[src/rtl/ft245_pkg.sv]
// Shared types and constants for the FT245 synchronous FIFO bus arbiter.
// Holds the controller state encoding, the fairness direction tags and default sizing.
package ft245_pkg;

   typedef enum logic [2:0] {
      IDLE  = 3'd0,
      RX_OE = 3'd1,
      RX_RD = 3'd2,
      TX_WR = 3'd3,
      TURN  = 3'd4
   } ft245_state_e;

   // Direction tags remembered in last_served; the opposite one wins a tie.
   localparam logic DIR_RX = 1'b0;
   localparam logic DIR_TX = 1'b1;

   localparam int unsigned MAX_BURST_DEF = 512;
   localparam int unsigned BCNT_W_DEF    = 16;

endpackage

[src/rtl/ft245_burst_ctr.sv]
// Per-burst byte counter: cleared between bursts, bumped on each transfer,
// flags the cycle whose transfer is the last one a burst may carry.
module ft245_burst_ctr
   import ft245_pkg::*;
#(
   parameter int unsigned MAX_BURST = MAX_BURST_DEF,
   parameter int unsigned BCNT_W    = BCNT_W_DEF
) (
   input  logic clk_i,
   input  logic rst_i,
   input  logic clr_i,
   input  logic inc_i,
   output logic tc_o
);

   localparam logic [BCNT_W-1:0] TC_VAL = BCNT_W'(MAX_BURST - 1);

   logic [BCNT_W-1:0] cnt_q;
   logic [BCNT_W-1:0] cnt_d;

   always_comb begin
      cnt_d = cnt_q;
      if (clr_i) begin
         cnt_d = '0;
      end else if (inc_i) begin
         cnt_d = cnt_q + BCNT_W'(1);
      end
   end

   always_ff @(posedge clk_i) begin
      if (rst_i) begin
         cnt_q <= '0;
      end else begin
         cnt_q <= cnt_d;
      end
   end

   assign tc_o = (cnt_q == TC_VAL);

endmodule

[src/rtl/ft245_sync_arbiter.sv]
// FT2232H FT245 synchronous-FIFO bus controller: arbitrates the shared ADBUS
// between host->FPGA reads and FPGA->host writes with bounded, alternating bursts.
module ft245_sync_arbiter
   import ft245_pkg::*;
#(
   parameter int unsigned MAX_BURST = MAX_BURST_DEF,
   parameter int unsigned BCNT_W    = BCNT_W_DEF
) (
   input  logic       clk_i,
   input  logic       rst_i,
   input  logic       en_i,
   input  logic       rxf_n_i,
   input  logic       txe_n_i,
   output logic       rd_n_o,
   output logic       wr_n_o,
   output logic       oe_n_o,
   input  logic [7:0] data_i,
   output logic [7:0] data_o,
   output logic       data_oe_o,
   input  logic [7:0] tx_data_i,
   input  logic       tx_empty_i,
   output logic       tx_rd_o,
   output logic [7:0] rx_data_o,
   input  logic       rx_full_i,
   output logic       rx_wr_o,
   output logic       busy_o
);

   ft245_state_e state_q, state_d;
   logic         last_q, last_d;
   logic         oe_n_q, oe_n_d;
   logic         data_oe_q, data_oe_d;
   logic         busy_q, busy_d;

   logic rx_pend, tx_pend;
   logic rx_xfer, tx_xfer;
   logic cnt_tc;

   assign rx_pend = !rxf_n_i && !rx_full_i;
   assign tx_pend = !txe_n_i && !tx_empty_i;

   // A reset cycle never moves a byte, so nothing is popped or pushed half-way.
   assign rx_xfer = (state_q == RX_RD) && rx_pend && !rst_i;
   assign tx_xfer = (state_q == TX_WR) && tx_pend && !rst_i;

   ft245_burst_ctr #(
      .MAX_BURST (MAX_BURST),
      .BCNT_W    (BCNT_W)
   ) u_burst_ctr (
      .clk_i (clk_i),
      .rst_i (rst_i),
      .clr_i (state_q == IDLE),
      .inc_i (rx_xfer || tx_xfer),
      .tc_o  (cnt_tc)
   );

   always_comb begin
      state_d = state_q;
      last_d  = last_q;
      unique case (state_q)
         IDLE: begin
            if (en_i) begin
               if (rx_pend && (!tx_pend || (last_q == DIR_TX))) begin
                  state_d = RX_OE;
               end else if (tx_pend) begin
                  state_d = TX_WR;
               end
            end
         end
         RX_OE: state_d = RX_RD;
         RX_RD: begin
            if (!rx_pend || !en_i || (rx_xfer && cnt_tc)) begin
               state_d = TURN;
               last_d  = DIR_RX;
            end
         end
         TX_WR: begin
            if (!tx_pend || !en_i || (tx_xfer && cnt_tc)) begin
               state_d = TURN;
               last_d  = DIR_TX;
            end
         end
         TURN:    state_d = IDLE;
         default: state_d = IDLE;
      endcase

      // Bus-direction outputs follow the state being entered, so they are glitch-free flops.
      oe_n_d    = !((state_d == RX_OE) || (state_d == RX_RD));
      data_oe_d = (state_d == TX_WR);
      busy_d    = (state_d != IDLE);
   end

   always_ff @(posedge clk_i) begin
      if (rst_i) begin
         state_q   <= IDLE;
         last_q    <= DIR_TX;
         oe_n_q    <= 1'b1;
         data_oe_q <= 1'b0;
         busy_q    <= 1'b0;
      end else begin
         state_q   <= state_d;
         last_q    <= last_d;
         oe_n_q    <= oe_n_d;
         data_oe_q <= data_oe_d;
         busy_q    <= busy_d;
      end
   end

   assign oe_n_o    = oe_n_q;
   assign data_oe_o = data_oe_q;
   assign busy_o    = busy_q;

   // Strobes track the live flags so a flag drop stops the byte in the same cycle.
   assign rd_n_o    = !rx_xfer;
   assign rx_wr_o   = rx_xfer;
   assign wr_n_o    = !tx_xfer;
   assign tx_rd_o   = tx_xfer;
   assign rx_data_o = data_i;
   assign data_o    = tx_data_i;

endmodule

[config.mk]
export PLATFORM = sky130hd
export DESIGN_NAME = ft245_sync_arbiter
export DESIGN_NICKNAME = d
export VERILOG_FILES = /design/src/rtl/ft245_pkg.sv /design/src/rtl/ft245_burst_ctr.sv /design/src/rtl/ft245_sync_arbiter.sv
export SDC_FILE = /design/constraint.sdc
export NUM_CORES = 1
export LEC_CHECK = 0
export ABC_AREA = 1
export CAP_MARGIN = 20
export CORE_UTILIZATION = 40
export DETAILED_ROUTE_END_ITERATION = 10
export GPL_TIMING_DRIVEN = 1
export PLACE_DENSITY_LB_ADDON = 0.12
export RECOVER_POWER = 50
export SYNTH_ARGS = -nofsm -noshare
export SYNTH_HDL_FRONTEND = slang
export SYNTH_SLANG_ARGS = --single-unit
[constraint.sdc]
create_clock -name clk_i -period 1.35 [get_ports clk_i]
set_input_delay 0.27 -clock clk_i [delete_from_list [all_inputs] [get_ports clk_i]]
set_output_delay 0.27 -clock clk_i [all_outputs]
set_load 0.02 [all_outputs]
==> reports/metrics.cfg, run 1 <==
[run_status]
status = complete, but fails checks
violations = negative setup slack

[drt]
vias = 1497
vias_per_cell = 4.89
first_pass_iters = 4
drt_wl_total_um = 3680
wl_per_cell_um = 12.0
drt_iter0_markers = 59
antenna_left = 0
remaining_drc_errors = 0

[cts]
path_clk_slew_ns = 0.12
ctsHoldBuffers = 0
cts_num_sinks = 23
root_buffer = clkbuf_4
htreeDepth = 1
cts_buffers = 3
cts_buffer_depth = 2
cts_tree = yes
worst_skew_pair.late_latency_ns = 0.33

[grt]
grt_pass1_vias = 1355
grt_pass1_wl_um = 5720
antenna_found_initial = 0
grtUsageTotal_pct = 18.3
overflow = 0
grt_max_degree = 14

[timing]
hold_ws_ns = 0.380
max_freq_mhz = 712
slew-limit-headroom_pct = 80.8
min_period_ns = 1.40
drv_slew = 0
skew_ns = 0.0110
min_period_over_period_pct = 104
hold_viol_final = 0
setup_ws_ns = -0.0537
setup_violations = 9
rsz0062_at_grt = true
worstMarginPinSlew_ns = 0.287

[power]
ir_drop_uv = 323
swShare_pct = 28.9
intPower_mw = 0.925
leakagePower_nw = 0.875
pwr-share-clk_pct = 25.5
power_switching_mw = 0.376
seq_power_share_pct = 54.8
power.density_nw_per_um2 = 613
combPwrFrac_pct = 19.7
power_mw = 1.30

[critical_path]
cp.arrival_ns = 1.13
regToRegEndpoint = u_burst_ctr.cnt_q[8]
cp-start-kind = flop
critPathKind = flop to primary output
reg2regPathDepth = 9
timing.rr.start = state_q[2]
worstPathMaxFanout = 3
ff2ff_setup_slack_ns = -0.04
worstPathRequired_ns = 1.08
end_kind = primary output

[layout]
layout-drive-gt1-share_pct = 47.3
stdcell_count = 306
diodes = 0
fin_area_um2 = 2120
fin_nets = 285
area_delta_synth_final_pct = 46.5

[placement]
dp_slack_ns = -0.596
post-dp-hpwl_um = 2580
dpl_cell_area_um2 = 1770
dp_cells = 295
portBuffers = 13
gp_congestion = 0.901

[floorplan]
rows = 21
die_area_um2 = 3870
core_um2 = 3420
start_util_pct = 42.4
chipWidth_um = 62.2
io-pin-count = 46
die_h_um = 62.2

[synthesis]
syn_nets = 242
synth-edff-count = 0
ys_types = 28
yosysTopAreaCellShare_pct = 31.8
ys.flop_type = dfxtp_1
synthTopCellsByArea = dfxtp_1 32%, nand2_1 13%, buf_4 8.8%
yosysWarningCount = 0
synth_top_cell_by_area = dfxtp_1
postSynth.asyncResetShare_pct = 0
synth.avg_cell_area_um2 = 6.65
synth_cells = 218
ys_seq_area_share_pct = 31.8
synth_seq_cells = 23
synth_area_um2 = 1450

[worst_hold_path]
hp-class = input port to flop
whs_path_depth = 3
hold_path_end = data_oe_o
min_from = rst_i

[job]
cap_violations = 0

## critical path, cell delays in order (launching register included)
cell	delay (ns)
dfxtp_2	0.36
inv_2	0.08
nand3_4	0.07
nor2_4	0.13
inv_2	0.05
buf_6	0.12
## worst max-delay path by stage
stage | from | endpoint | cells past startpoint
after floorplan | u_burst_ctr.cnt_q[0] | u_burst_ctr.cnt_q[14] | 7
after global placement | rx_full_i | rx_wr_o | 5
after detailed placement | tx_empty_i | tx_rd_o | 5
after CTS | state_q[2] | rd_n_o | 5
after global routing | u_burst_ctr.cnt_q[1] | oe_n_o | 8
final | state_q[0] | rd_n_o | 5
## cell type report
type | instances | area (um2)
repair buffers | 55 | 463
clock inverters | 1 | 5.00
inverters | 33 | 134
clock buffers | 3 | 22.5
well taps | 46 | 57.6
fillers | 323 | 1290
flip-flops and latches | 23 | 477
multi-input cells | 145 | 963
## layout by cell type, fill, tap and decap left out, drive strengths merged, types with 2 or more instances in the layout
cell type and instances:
nand2 52, buf 46, inv 32, nor2 31
dfxtp 23, nand3 19, a21oi 12, dlygate4sd2 8
o21ai 8, nand4 7, nor3 4, xnor2 3
clkbuf 3, clkinv 2, nor3b 2, o21bai 2
## registers in the layout, summed over array words and instances (netlist names)
name,flops
busy_o,1
last_q,1
oe_n_o,1
u_burst_ctr.cnt_q,16
data_oe_o,1
state_q,3
## cell usage after synthesis (2+ instances only)
cell type / instances
a21oi_1: 12
buf_4: 17
dfxtp_1: 23
inv_1: 29
inv_2: 3
nand2_1: 49
nand2_2: 2
nand3_1: 17
nand3_2: 2
nand4_1: 7
nor2_1: 25
nor2_2: 2
nor2_4: 4
nor3_1: 4
o21ai_0: 7
xnor2_1: 3
## routing by layer
| metal | up-vias | routed length [um] | global-route usage (%) |
|---|---|---|---|
| met2 | 27 | 1790 | 29.0 |
| met3 | 7 | 115 | 2.57 |
| met4 | 0 | 68 | 7.85 |
| met1 | 703 | 1710 | 24.7 |
| met5 | - | 0 | 0 |
| li1 | 760 | - | - |
## what timing repair did
item                                    in CTS  in global routing
resized for setup                           59                 58
endpoints found under the setup margin      28                 25
cloned                                       0                  0
setup buffers                                6                  1
pin swaps                                   13                 24
## power groups by stage
stage               combinational [mW]  sequential [mW]  clock, mW
finish                           0.257            0.713      0.332
global route                     0.278            0.715      0.378
CTS                              0.218            0.711      0.348
detailed placement               0.207            0.724          0
global placement                 0.206            0.723          0
floorplan                        0.160            0.736          0
## through the flow
step / utilization, % / TNS [ns]
final: 62.1 / -0.230
after detailed placement: 51.9 / -11.78
after floorplan: - / 0
after global routing: 62.1 / -1.41
after global placement: 51.9 / -11.09
after CTS: 55.9 / -0.164
## cells by family after synthesis
logic type | share of synthesized area (%)
adder cells (fa/ha/maj) | 0.863
AND/OR/NAND/NOR | 39.2
flip-flops | 31.8
AO/OA/AOI/OAI | 8.20
buffers and inverters | 17.5
XOR/XNOR | 2.42
(Power assumes the default switching activity.)
==> run 2: changes to the inputs <==
--- a/config.mk
+++ b/config.mk
@@ -7,7 +7,7 @@
 export LEC_CHECK = 0
 export ABC_AREA = 1
 export CAP_MARGIN = 20
-export CORE_UTILIZATION = 40
+export CORE_UTILIZATION = 39
 export DETAILED_ROUTE_END_ITERATION = 10
 export GPL_TIMING_DRIVEN = 1
 export PLACE_DENSITY_LB_ADDON = 0.12
==> reports/metrics.cfg, run 2 (synthesis gave the netlist of run 1 again) <==
[layout]
area_delta_synth_final_pct = 44.4
final_cell_mix = 42 x nand2_1, 40 x buf_4, 21 x nor2_1, 21 x inv_1
top_register = u_burst_ctr.cnt_q
diodes = 0  ; unchanged
layout-drive-gt1-share_pct = 42.5  ; -4.8 points
fin_nets = 286  ; +0.35%
largest_reg_flops = 16  ; unchanged
fillCellCount = 315  ; -2.5%
reg.largest.list = u_burst_ctr.cnt_q: 16 flops, state_q: 3 flops
final_common_cell = nand2_1
final_core_util_pct = 60.8  ; -1.3 points

[timing]
slew-limit-headroom_pct = 80.7  ; about the same
setup_violations = 8  ; -1
rsz0062_at_grt = true
fin_tns_setup_ns = -0.0784  ; +0.152 ns
min_period_over_period_pct = 102  ; -2.2 points
hold_viol_final = 0  ; unchanged
max_freq_mhz = 728  ; +2.2%
drv_slew = 0  ; unchanged
skew_ns = 0.00351  ; -0.00748 ns
min_period_ns = 1.37  ; -0.0302 ns
worstMarginPinSlew_ns = 0.286  ; -0.000504 ns
setup_ws_ns = -0.0235  ; +0.0302 ns

[cts]
cts_buffers = 3  ; unchanged
cts_num_sinks = 23  ; unchanged
worst_skew_pair.late_latency_ns = 0.27  ; -0.06 ns
path_clk_slew_ns = 0.08  ; -0.04 ns
cts_buffer_depth = 2  ; unchanged
htreeDepth = 1  ; unchanged
root_buffer = clkbuf_8
cts_tree = yes

[critical_path]
end_kind = flop
critPathSlowestCell = dfxtp_2
worstPathCellList = inv_4 > nand3_4 > nor2_4 > buf_6 > nor2_4 > clkinv_4 > nand2_8 > o21ai_2 > nor3b_2
critPathKind = flop to flop
critPathBufInv = 3  ; unchanged
worstPathMaxFanout = 6  ; +3
cp-start-kind = flop
critPathMaxStageDelay_ns = 0.36  ; about the same
cp.arrival_ns = 1.54  ; +0.41 ns
worstPathRequired_ns = 1.51  ; +0.43 ns
cp_top_family = simple AND/OR/NAND/NOR gates
crit_top_cell = nor2_4

[floorplan]
chipWidth_um = 63.0  ; +1.2%
die_h_um = 63.0  ; +1.2%
core_um2 = 3440  ; +0.77%
start_util_pct = 42.1  ; -0.32 points
die_area_um2 = 3960  ; +2.5%
rows = 21  ; unchanged
io-pin-count = 46  ; unchanged

[grt]
use_met3_pct = 2.55  ; -0.019 points
grtUsageTotal_pct = 18.0  ; -0.32 points
grtUsageMet2_pct = 29.8  ; +0.86 points
gr-max-usage-layer = met2
grt_pass1_vias = 1325  ; -2.2%
antenna_found_initial = 0  ; unchanged
grt_pass1_wl_um = 5700  ; -0.37%
grt_max_degree = 13  ; -1
grt_use_met1_pct = 23.4  ; -1.4 points
overflow = 0  ; unchanged

[drt]
vias = 1469  ; -1.9%
vias_per_cell = 4.79  ; -2.2%
remaining_drc_errors = 0  ; unchanged
drt_wl_total_um = 3570  ; -2.9%
antenna_left = 0  ; unchanged
drt_iter0_markers = 74  ; +25%
wl_per_cell_um = 11.6  ; -3.2%
first_pass_iters = 4  ; unchanged

[placement]
post-dp-hpwl_um = 2600  ; +0.82%
portBuffers = 13  ; unchanged
gp_congestion = 0.926  ; +2.8%

[worst_hold_path]
hp-class = input port to flop

[power]
seq_power_share_pct = 51.1  ; -3.7 points
intPower_mw = 1.02  ; +10%
leakagePower_nw = 0.854  ; -2.5%
power_switching_mw = 0.373  ; -0.94%
ir_drop_uv = 408  ; +26%
pwr-share-clk_pct = 31.3  ; +5.8 points
power.density_nw_per_um2 = 665  ; +8.5%
combPwrFrac_pct = 17.7  ; -2.0 points
swShare_pct = 26.8  ; -2.1 points

[job]
cap_violations = 0  ; unchanged

[run_status]
violations = negative setup slack
status = complete, but fails checks

## run 2: cell type report
type	instances	area [um2]	area share (%)
clock buffers	4	45.0	2.15
inverters	33	134	6.40
multi-input cells	145	913	43.7
flip-flops and latches	23	480	23.0
well taps	46	57.6	2.75
repair buffers	56	462	22.1
## run 2: through the flow
stage	area (um2)	hold WS [ns]	total power [mW]	std cells	worst slack [ns]
after floorplan	1450	0.342	0.895	218	0.0194
after global placement	1780	0.472	0.931	296	-0.594
after detailed placement	1780	0.480	0.935	296	-0.626
after CTS	1980	0.420	1.39	305	-0.0346
after global routing	2090	0.457	1.46	307	-0.152
final	2090	0.438	1.39	307	-0.0235
## run 2: per-layer routing
metal	up-vias	part of all wire, %
li1	762	-
met5	-	0
met4	0	1.3
met2	31	47
met3	6	4.7
met1	670	47
## run 2: timing repair
action                                  CTS  global route
endpoints found under the setup margin   30            25
pin swaps                                15            15
hold buffers                              0             0
buffers inserted                          5             2
resized for setup                        72            31
## run 2: tightest hold or removal path, cell delays in order
cell           delay [ns]
dlygate4sd2_1        0.22
buf_4                0.13
nor2_1               0.04
## run 2: path summary, 6_finish.rpt
path | from | end | slack, ns | cells past startpoint
worst max-delay path | state_q[2] | u_burst_ctr.cnt_q[8] | -0.02 | 9
worst min-delay path | rst_i | data_oe_o | 0.44 | 3
worst max register to register | state_q[2] | u_burst_ctr.cnt_q[8] | -0.02 | 9
worst min register to register | u_burst_ctr.cnt_q[15] | u_burst_ctr.cnt_q[15] | 0.50 | 2
## run 2: power groups by stage
| stage | sequential (mW) | clock [mW] | combinational, mW |
|---|---|---|---|
| floorplan | 0.736 | 0 | 0.160 |
| global route | 0.713 | 0.477 | 0.270 |
| CTS | 0.713 | 0.450 | 0.226 |
| finish | 0.711 | 0.435 | 0.246 |
| global placement | 0.723 | 0 | 0.208 |
| detailed placement | 0.724 | 0 | 0.211 |
